===== src/rtl/line_mem_ctrl.sv =====
`default_nettype none
// ============================================================================
// Module      : line_mem_ctrl
// Description : Cache-line fill/writeback controller over a word RAM with a
//               1-cycle registered read port, using a 2-entry read skid FIFO.
// Revision    : 1.0
// ============================================================================
module line_mem_ctrl #(
    parameter int DATA_WIDTH = 32,
    parameter int ADDR_WIDTH = 16,
    parameter int LINE_WORDS = 4
) (
    input  logic                  clk,
    input  logic                  rst_n,
    input  logic                  req_valid,
    output logic                  req_ready,
    input  logic                  req_write,
    input  logic [ADDR_WIDTH-1:0] req_addr,
    input  logic                  wdata_valid,
    output logic                  wdata_ready,
    input  logic [DATA_WIDTH-1:0] wdata,
    input  logic                  wdata_last,
    output logic                  rdata_valid,
    input  logic                  rdata_ready,
    output logic [DATA_WIDTH-1:0] rdata,
    output logic                  rdata_last,
    output logic                  wresp_valid,
    input  logic                  wresp_ready,
    output logic                  wresp_err,
    output logic                  mem_w_en,
    output logic [ADDR_WIDTH-1:0] mem_w_addr,
    output logic [DATA_WIDTH-1:0] mem_w_data,
    output logic                  mem_r_en,
    output logic [ADDR_WIDTH-1:0] mem_r_addr,
    input  logic [DATA_WIDTH-1:0] mem_r_data
);

    localparam int                  c_OFF_BITS  = $clog2(LINE_WORDS);
    localparam logic [c_OFF_BITS-1:0] c_LAST_BEAT = c_OFF_BITS'(LINE_WORDS - 1);
    localparam logic [c_OFF_BITS:0]   c_LINE_CNT  = (c_OFF_BITS + 1)'(LINE_WORDS);
    localparam logic [c_OFF_BITS:0]   c_ISSUE_ONE = (c_OFF_BITS + 1)'(1);
    localparam logic [c_OFF_BITS-1:0] c_BEAT_ONE  = c_OFF_BITS'(1);

    typedef enum logic [1:0] {
        S_IDLE  = 2'd0,
        S_RD    = 2'd1,
        S_WR    = 2'd2,
        S_WRESP = 2'd3
    } state_t;

    state_t                           r_state;
    state_t                           w_state_nxt;
    logic [ADDR_WIDTH-c_OFF_BITS-1:0] r_base;
    logic [c_OFF_BITS:0]              r_issue_cnt;
    logic [c_OFF_BITS-1:0]            r_beat_cnt;
    logic                             r_inflight;
    logic [DATA_WIDTH-1:0]            r_fifo [2];
    logic                             r_rd_ptr;
    logic                             r_wr_ptr;
    logic [1:0]                       r_count;
    logic                             r_wresp_err;

    logic       w_req_hs;
    logic       w_pop;
    logic       w_fifo_pop;
    logic       w_push;
    logic [2:0] w_occ;
    logic       w_burst_end;
    logic       w_burst_err;
    logic       w_unused_addr_bits;

    assign w_unused_addr_bits = ^req_addr[c_OFF_BITS-1:0];

    // Write burst closes on the marker or on the final word of the line.
    assign w_burst_end = wdata_last || (r_beat_cnt == c_LAST_BEAT);
    assign w_burst_err = wdata_last ^ (r_beat_cnt == c_LAST_BEAT);

    always_comb begin
        w_state_nxt = r_state;
        req_ready   = 1'b0;
        wdata_ready = 1'b0;
        wresp_valid = 1'b0;
        rdata_valid = 1'b0;
        rdata_last  = 1'b0;
        mem_r_en    = 1'b0;
        mem_w_en    = 1'b0;
        w_req_hs    = 1'b0;
        w_pop       = 1'b0;
        w_occ       = 3'd0;
        // With the FIFO empty the RAM output is forwarded straight through.
        rdata       = (r_count != 2'd0) ? r_fifo[r_rd_ptr] : mem_r_data;
        mem_r_addr  = {r_base, r_issue_cnt[c_OFF_BITS-1:0]};
        mem_w_addr  = {r_base, r_beat_cnt};
        mem_w_data  = wdata;
        wresp_err   = r_wresp_err;

        case (r_state)
            S_IDLE: begin
                req_ready = rst_n;
                w_req_hs  = req_valid && rst_n;
                if (w_req_hs) begin
                    w_state_nxt = req_write ? S_WR : S_RD;
                end
            end
            S_RD: begin
                rdata_valid = (r_count != 2'd0) || r_inflight;
                rdata_last  = rdata_valid && (r_beat_cnt == c_LAST_BEAT);
                w_pop       = rdata_valid && rdata_ready;
                w_occ       = {1'b0, r_count} + {2'b00, r_inflight} - {2'b00, w_pop};
                mem_r_en    = (r_issue_cnt < c_LINE_CNT) && (w_occ < 3'd2);
                if (w_pop && rdata_last) begin
                    w_state_nxt = S_IDLE;
                end
            end
            S_WR: begin
                wdata_ready = 1'b1;
                mem_w_en    = wdata_valid;
                if (wdata_valid && w_burst_end) begin
                    w_state_nxt = S_WRESP;
                end
            end
            S_WRESP: begin
                wresp_valid = 1'b1;
                if (wresp_ready) begin
                    w_state_nxt = S_IDLE;
                end
            end
            default: w_state_nxt = S_IDLE;
        endcase
    end

    assign w_fifo_pop = w_pop && (r_count != 2'd0);
    assign w_push     = r_inflight && !(w_pop && (r_count == 2'd0));

    always_ff @(posedge clk or negedge rst_n) begin
        if (!rst_n) begin
            r_state     <= S_IDLE;
            r_base      <= '0;
            r_issue_cnt <= '0;
            r_beat_cnt  <= '0;
            r_wresp_err <= 1'b0;
        end else begin
            r_state <= w_state_nxt;
            if (w_req_hs) begin
                r_base      <= req_addr[ADDR_WIDTH-1:c_OFF_BITS];
                r_issue_cnt <= '0;
                r_beat_cnt  <= '0;
            end else begin
                if (mem_r_en) begin
                    r_issue_cnt <= r_issue_cnt + c_ISSUE_ONE;
                end
                if (w_pop || mem_w_en) begin
                    r_beat_cnt <= r_beat_cnt + c_BEAT_ONE;
                end
            end
            if (mem_w_en && w_burst_end) begin
                r_wresp_err <= w_burst_err;
            end else if (wresp_valid && wresp_ready) begin
                r_wresp_err <= 1'b0;
            end
        end
    end

    always_ff @(posedge clk or negedge rst_n) begin
        if (!rst_n) begin
            r_inflight <= 1'b0;
            r_rd_ptr   <= 1'b0;
            r_wr_ptr   <= 1'b0;
            r_count    <= 2'd0;
        end else begin
            r_inflight <= mem_r_en;
            if (w_push) begin
                r_wr_ptr <= ~r_wr_ptr;
            end
            if (w_fifo_pop) begin
                r_rd_ptr <= ~r_rd_ptr;
            end
            r_count <= r_count + {1'b0, w_push} - {1'b0, w_fifo_pop};
        end
    end

    always_ff @(posedge clk) begin
        if (w_push) begin
            r_fifo[r_wr_ptr] <= mem_r_data;
        end
    end

endmodule
`default_nettype wire

===== config.mk =====
export PLATFORM = sky130hd
export DESIGN_NAME = line_mem_ctrl
export DESIGN_NICKNAME = d
export VERILOG_FILES = /design/src/rtl/line_mem_ctrl.sv
export SDC_FILE = /design/constraint.sdc
export NUM_CORES = 1
export LEC_CHECK = 0
export BUFFER_PORTS_ARGS = -buffer_cell sky130_fd_sc_hd__buf_4
export CORE_MARGIN = 4
export CORE_UTILIZATION = 47
export DETAILED_ROUTE_END_ITERATION = 8
export PLACE_DENSITY_LB_ADDON = 0.15
export RECOVER_POWER = 25
export SLEW_MARGIN = 15
export SYNTH_ARGS = -nofsm -noshare
export SYNTH_HDL_FRONTEND = slang
export SYNTH_SLANG_ARGS = --single-unit

===== constraint.sdc =====
create_clock -name clk -period 2.85 [get_ports clk]
set_input_delay 0 -clock clk [delete_from_list [all_inputs] [get_ports clk]]
set_output_delay 0 -clock clk [all_outputs]
set_load 0.02 [all_outputs]

==> reports/qor.csv, run 1 <==
metric,value,unit
fin_skew,0.01262,ns
cap_viol_max_count,0,
post-route-period-util,91.38,%
power_density,1029,mW/mm²
synth-simple-area-share,10.47,%
routed-via-count,2938,
ys.flop_type,sky130_fd_sc_hd__edfxtp_1,
io_pins,192,
cts_tree,built,
drcViolationCount,0,
clk_latency,0.36,ns
worst-path-buf-inv,1,
yosys_register_bits,91,
globalRouteTotalUtil,16.86,%
via_count_of_the_first_global_routing_pass,3014,
vias_per_cell,4.930,
fmax,384.0,MHz
floorplan.die_area,0.01074,mm²
clkTransAtPathRegs,0.08,ns
fin_area,0.005629,mm²
drt_pass1_iterations,4,
wire_per_inst,15.04,µm
static-leakage-power,2.456,nW
synth_warnings,0,
initialDrtViolationCount,67,
drt.antenna.violating_nets,0,
arrival,2.60,ns
cts_buffers,9,
min_period,2.604,ns
routed_wl,8966,µm
final_number_of_hold_violating_endpoints,0,
power.ir.vdd_worst,0.6502,mV
synth_cells,358,
timing.max_slew.rel_slack,34.26,%
grt.overflow.total,0,
setup_viol,0,
synth_area,0.004300,mm²
hold_ws,0.000007756,ns
rows,34,
outcome,finished clean,
antenna_found_initial,0,
crit_path_cell_chain,nor3_2 -> nor2b_1 -> ha_1 -> nand2b_1 -> fa_1 -> nand4bb_1 -> nor2_1 -> buf_4,
syn_avg_cell_area,12.01,µm²
synth_fp_nets,453,
clk_path_buf_depth,2,
post-dp-hpwl,5834,µm
postLayoutCoreUtil,63.92,%
start_kind,flip-flop,
fin_tns_setup,0,ns
critPathSlowestCell,sky130_fd_sc_hd__fa_1,
cts_root_buffer,sky130_fd_sc_hd__clkbuf_8,
drv_slew,0,
critPathRequiredTime,2.85,ns
final_nets,578,
io_buffer_count,125,
post_place_cell_area,0.004937,mm²
count_of_flip_flops_with_a_built_in_enable_after_synthesis,64,
grt_setup_unrepaired,no,
share_of_cells_above_drive_strength_1,29.51,%
place_congestion,0.7991,
mostFrequentLayoutCells,"sky130_fd_sc_hd__buf_4 (122), sky130_fd_sc_hd__edfxtp_1 (64), sky130_fd_sc_hd__dlygate4sd3_1 (50), sky130_fd_sc_hd__nand2_1 (46), sky130_fd_sc_hd__nor2_1 (35)",
classification_of_the_worst_slack_hold_path,in2out,
async_flop_share,29.67,%
yosys-mux-area-fraction,7.914,%
clock-sinks,91,
synth_seq_area_share,60.40,%
post_synth_xor_area_fraction,1.222,%
grt_first_pass_wirelength,14770,µm
mostFrequentLayoutCell,sky130_fd_sc_hd__buf_4,
footprint_of_the_multi_input_gates,0.001206,mm²
nFillCells,710,
main_combinational_cell_family_by_area_after_synthesis,buffers and inverters,
top_delay_family_on_crit_path,simple AND/OR/NAND/NOR gates,
synth-compound-area-share,5.761,%
crit_path_max_incr_delay,0.50,ns
fp.dieW,103.7,µm
synth_fa_ha_area_share,2.211,%
critPathKind,reg2out,
fp.coreArea,0.008806,mm²
synthDistinctLibCells,35,
timing.critical_path.to_type,primary output,
pin_count_of_the_biggest_net_entering_global_routing,43,
die_height,103.7,µm
fin_cells,596,
critical_path.max_fanout,4,
initial_utilization,48.83,%
diodes,0,
syn_to_final_growth,30.90,%
place_inst,530,
htreeDepth,3,
worst_max_slew_pin_slew,0.9838,ns
area_of_all_sequential_standard_cells,0.002599,mm²
[where the power goes]
group | switching, mW | total, mW | internal [mW] | leakage, nW
logic | 1.64 | 2.90 | 1.26 | 1.44
clock network | 0.428 | 0.917 | 0.488 | 0.104
registers | 0.270 | 1.97 | 1.70 | 0.913
total | 2.34 | 5.79 | 3.45 | 2.46
[metal layers]
| layer | track usage [%] | up-vias | wire (µm) |
|---|---|---|---|
| li1 | - | 1438 | - |
| met3 | 4.975 | 20 | 630 |
| met1 | 19.37 | 1372 | 3640 |
| met5 | 0 | - | 0 |
| met2 | 29.02 | 108 | 4508 |
| met4 | 7.882 | 0 | 187 |
[through the flow]
stage / worst slack [ns] / power (mW)
2_1_floorplan: 0.3131 / 3.983
3_3_place_gp: 0.3153 / 4.812
3_5_place_dp: 0.2634 / 4.855
4_1_cts: 0.1050 / 5.846
5_1_grt: 0.02698 / 6.140
6_report: 0.2458 / 5.793
[kinds of logic after synthesis]
| logic type | after synthesis |
|---|---|
| simple gates | 101 |
| mux | 34 |
| compound gates | 45 |
| buf+inv | 74 |
| fa+ha+maj | 7 |
| flops | 91 |
| xor+xnor | 6 |
[flip-flops by register name (all words and copies together) (netlist names)]
signal       count
r_issue_cnt      3
r_base          14
r_inflight       1
r_state          2
r_count          2
r_wr_ptr         1
wresp_err        1
r_rd_ptr         1
r_fifo          64
r_beat_cnt       2
[cell type report]
| class | instances | area share, % |
|---|---|---|
| sequential | 91 | 46.17 |
| tap | 108 | 2.401 |
| inverter | 9 | 0.6001 |
| clock inverter | 6 | 1.445 |
| timing repair buffer | 179 | 25.69 |
| clock buffer | 10 | 2.267 |
| multi-input combinational | 193 | 21.43 |
[worst register-to-register path, cell delays in order, from the launching register on]
cell and delay, ns:
sky130_fd_sc_hd__dfrtp_1 0.42, sky130_fd_sc_hd__nor3_2 0.29, sky130_fd_sc_hd__nor2b_1 0.09, sky130_fd_sc_hd__ha_1 0.26, sky130_fd_sc_hd__nand2b_1 0.15, sky130_fd_sc_hd__fa_1 0.50
sky130_fd_sc_hd__nand4bb_1 0.18, sky130_fd_sc_hd__or3_1 0.39, sky130_fd_sc_hd__a21oi_1 0.14
[final timing paths]
path	from	to	slack [ns]	depth (start not counted)
worst max-delay path	r_inflight	mem_r_en	0.25	8
worst min-delay path	wdata[17]	mem_w_data[17]	0.000008	0
worst max register to register	r_inflight	r_issue_cnt[0]	0.36	8
worst min register to register	r_base[13]	r_base[13]	0.51	2
max in group asynchronous	rst_n	r_rd_ptr	2.45	2
min in group asynchronous	rst_n	r_base[10]	0.10	2
[Yosys cell counts, types with 2 or more instances]
master / instances / area (µm²)
sky130_fd_sc_hd__nor3b_1: 2 / 15.01
sky130_fd_sc_hd__edfxtp_1: 64 / 1922
sky130_fd_sc_hd__dfrtp_1: 27 / 675.7
sky130_fd_sc_hd__ha_1: 6 / 75.07
sky130_fd_sc_hd__nand3_1: 2 / 10.01
sky130_fd_sc_hd__nand2_1: 46 / 172.7
sky130_fd_sc_hd__inv_1: 9 / 33.78
sky130_fd_sc_hd__nand3b_1: 2 / 15.01
sky130_fd_sc_hd__nor2_1: 37 / 138.9
sky130_fd_sc_hd__a31oi_1: 2 / 12.51
sky130_fd_sc_hd__nand4bb_1: 2 / 22.52
sky130_fd_sc_hd__buf_6: 4 / 45.04
sky130_fd_sc_hd__buf_2: 8 / 40.04
sky130_fd_sc_hd__a21oi_1: 34 / 170.2
sky130_fd_sc_hd__xnor2_1: 4 / 35.03
sky130_fd_sc_hd__buf_4: 53 / 397.9
sky130_fd_sc_hd__xor2_1: 2 / 17.52
sky130_fd_sc_hd__and2_1: 2 / 12.51
sky130_fd_sc_hd__mux2i_1: 34 / 340.3
sky130_fd_sc_hd__o21ai_0: 2 / 10.01
sky130_fd_sc_hd__nor2b_1: 2 / 12.51
[timing repair]
action | CTS | global route
hold buffers | 50 | 0
endpoints found under the hold margin | 107 | 0
setup buffers | 0 | 0
gates resized for setup | 0 | 1
endpoints found under the setup margin | 0 | 1
Note: power is estimated with default switching activity, not from simulation.
==> inputs of run 2 (changes only) <==
--- a/config.mk
+++ b/config.mk
@@ -10,7 +10,7 @@
 export CORE_UTILIZATION = 47
 export DETAILED_ROUTE_END_ITERATION = 8
 export PLACE_DENSITY_LB_ADDON = 0.15
-export RECOVER_POWER = 25
+export RECOVER_POWER = 50
 export SLEW_MARGIN = 15
 export SYNTH_ARGS = -nofsm -noshare
 export SYNTH_HDL_FRONTEND = slang
==> run 2 against run 1 <==
Worst setup slack gained 0.0020 ns. Critical path depth unchanged. Global-route usage unchanged. Total power decreased by 2.2%. Utilization down 1.9 points. Worst hold slack stayed put. Via count about the same. Non-clock buffer count did not move. Largest power group unchanged.
==> reports/qor.csv, run 2 (same netlist as run 1, synthesis figures left out) <==
metric,value,unit,change
worst-r2r-cell-count,8,,unchanged
fin_skew,0.01258,ns,-0.00004030 ns
hold-path-cell-count,0,,unchanged
fmax,384.3,MHz,about the same
classification_of_the_worst_slack_hold_path,in2out,,
pin_count_of_the_biggest_net_entering_global_routing,43,,unchanged
final_number_of_hold_violating_endpoints,0,,unchanged
floorplan.die_area,0.01074,mm²,unchanged
largest_registers,"r_fifo (64), r_base (14), r_issue_cnt (3)",,
final_nets,578,,unchanged
antenna_found_initial,0,,unchanged
cts_tree,built,,
vias_per_cell,4.931,,about the same
post_cts.repair.setup_buffers,0,,unchanged
power_density,1037,mW/mm²,+0.79%
cts_buffers,9,,unchanged
drt.antenna.violating_nets,0,,unchanged
post-dp-hpwl,5834,µm,unchanged
worst-path-buf-inv,1,,unchanged
die_height,103.7,µm,unchanged
place_congestion,0.7991,,unchanged
min_delay_worst_endpoint,mem_w_data[17],,
grt_first_pass_wirelength,14770,µm,unchanged
critPathKind,reg2out,,
crit_path_max_incr_delay,0.50,ns,about the same
grt_setup_unrepaired,no,,
report.power.total,5.663,mW,-2.2%
outcome,finished clean,,
worst_r2r_endpoint,r_issue_cnt[0],,
fin_tns_setup,0,ns,unchanged
rows,34,,unchanged
cap_viol_max_count,0,,unchanged
hold_path.startpoint,wdata[17],,
initial_utilization,48.83,%,unchanged
wire_per_inst,15.06,µm,+0.13%
postLayoutSetupSlackWorst,0.2478,ns,+0.002033 ns
clkTransAtPathRegs,0.08,ns,about the same
largest_register,r_fifo,,
nFillCells,763,,+7.5%
r2r_setup_slack,0.35,ns,about the same
syn_to_final_growth,26.97,%,
clk_path_buf_depth,2,,unchanged
fp.coreArea,0.008806,mm²,unchanged
number_of_flip_flops_in_the_largest_register,64,,unchanged
start_kind,flip-flop,,
static-leakage-power,2.288,nW,-6.8%
mostFrequentLayoutCell,sky130_fd_sc_hd__buf_4,,
setup_viol,0,,unchanged
timing.max_slew.rel_slack,35.61,%,+1.4 points
timing.critical_path.to_type,primary output,,
crit_path_cell_chain,nor3_2 -> nor2b_1 -> ha_1 -> nand2b_1 -> fa_1 -> nand4bb_1 -> nor2_1 -> buf_4,,
fp.dieW,103.7,µm,unchanged
routed_wl,8978,µm,+0.13%
top_delay_family_on_crit_path,simple AND/OR/NAND/NOR gates,,
initialDrtViolationCount,89,,+33%
power.ir.vdd_worst,0.5795,mV,-11%
area_of_all_sequential_standard_cells,0.002599,mm²,unchanged
mostFrequentLayoutCells,"sky130_fd_sc_hd__buf_4 (77), sky130_fd_sc_hd__edfxtp_1 (64), sky130_fd_sc_hd__clkbuf_1 (52), sky130_fd_sc_hd__dlygate4sd3_1 (50), sky130_fd_sc_hd__nand2_1 (46)",,
cp.depth,8,,unchanged
worst_max_slew_pin_slew,0.9635,ns,-0.02027 ns
io_buffer_count,125,,unchanged
footprint_of_the_multi_input_gates,0.001206,mm²,unchanged
share_of_cells_above_drive_strength_1,20.29,%,-9.2 points
critical_path.max_fanout,4,,unchanged
clk_latency,0.35,ns,about the same
cts_root_buffer,sky130_fd_sc_hd__clkbuf_8,,
critPathRequiredTime,2.85,ns,about the same
diodes,0,,unchanged
io_pins,192,,unchanged
drcViolationCount,0,,unchanged
drt_pass1_iterations,4,,unchanged
drv_slew,0,,unchanged
critPathSlowestCell,sky130_fd_sc_hd__fa_1,,
min_period,2.602,ns,-0.002033 ns
htreeDepth,3,,unchanged
origin_of_the_critical_flop_to_flop_path,r_inflight,,
post-route-period-util,91.31,%,about the same
routed-via-count,2939,,+0.034%
grt.overflow.total,0,,unchanged
post-place-ws,0.2634,ns,unchanged
via_count_of_the_first_global_routing_pass,3014,,unchanged
clock-sinks,91,,unchanged
arrival,2.60,ns,about the same
globalRouteTotalUtil,16.86,%,unchanged
run 2: worst reg2reg max path, stage by stage, from the launching register on:
cell                        delay [ns]
sky130_fd_sc_hd__dfrtp_1          0.42
sky130_fd_sc_hd__nor3_2           0.29
sky130_fd_sc_hd__nor2b_1          0.09
sky130_fd_sc_hd__ha_1             0.26
sky130_fd_sc_hd__nand2b_1         0.15
sky130_fd_sc_hd__fa_1             0.50
sky130_fd_sc_hd__nand4bb_1        0.18
sky130_fd_sc_hd__or3_1            0.39
sky130_fd_sc_hd__a21oi_1          0.14
run 2: per-layer routing:
metal  track usage [%]  part of all wire (%)  wire length (µm)
met2             29.02                    51              4545
met3             4.975                   6.6               592
met4             7.882                   1.8               163
met5                 0                     0                 0
met1             19.37                    41              3677
run 2: area by class of cell:
cell class	count	share of cell area (%)
clock buffers	10	2.337
inverters	9	0.6187
flip-flops and latches	91	47.59
multi-input cells	193	22.09
repair buffers	179	23.40
well taps	108	2.475
clock inverters	6	1.489
run 2: repair_timing:
action | in CTS | in global routing
gates resized for setup | 0 | 1
hold buffers | 50 | 0
hold endpoints to repair | 107 | 0
endpoints found under the setup margin | 0 | 1
run 2: power by group:
part           internal (mW)  switching, mW  leakage (nW)  total (mW)
Clock                  0.488          0.429         0.104       0.918
Sequential              1.70          0.267         0.913        1.97
Combinational           1.13           1.64          1.27        2.77
run 2: worst max-delay path by stage:
stage / startpoint / endpoint
CTS: r_inflight / mem_r_en
detailed placement: r_inflight / r_issue_cnt[0]
global route: r_inflight / mem_r_en
finish: r_inflight / mem_r_en
global placement: r_inflight / r_issue_cnt[0]
floorplan: r_state[0] / r_fifo[1][0]
run 2: per-stage QoR:
stage,instance area (µm²),instances,util [%],hold slack (ns)
floorplan,4300,358,-,-0.2956
global placement,4937,530,56.07,-0.05244
detailed placement,4937,530,56.07,-0.05482
CTS,5647,596,64.12,0.0001367
global route,5460,596,62.01,0.00002926
finish,5460,596,62.01,0.000007756
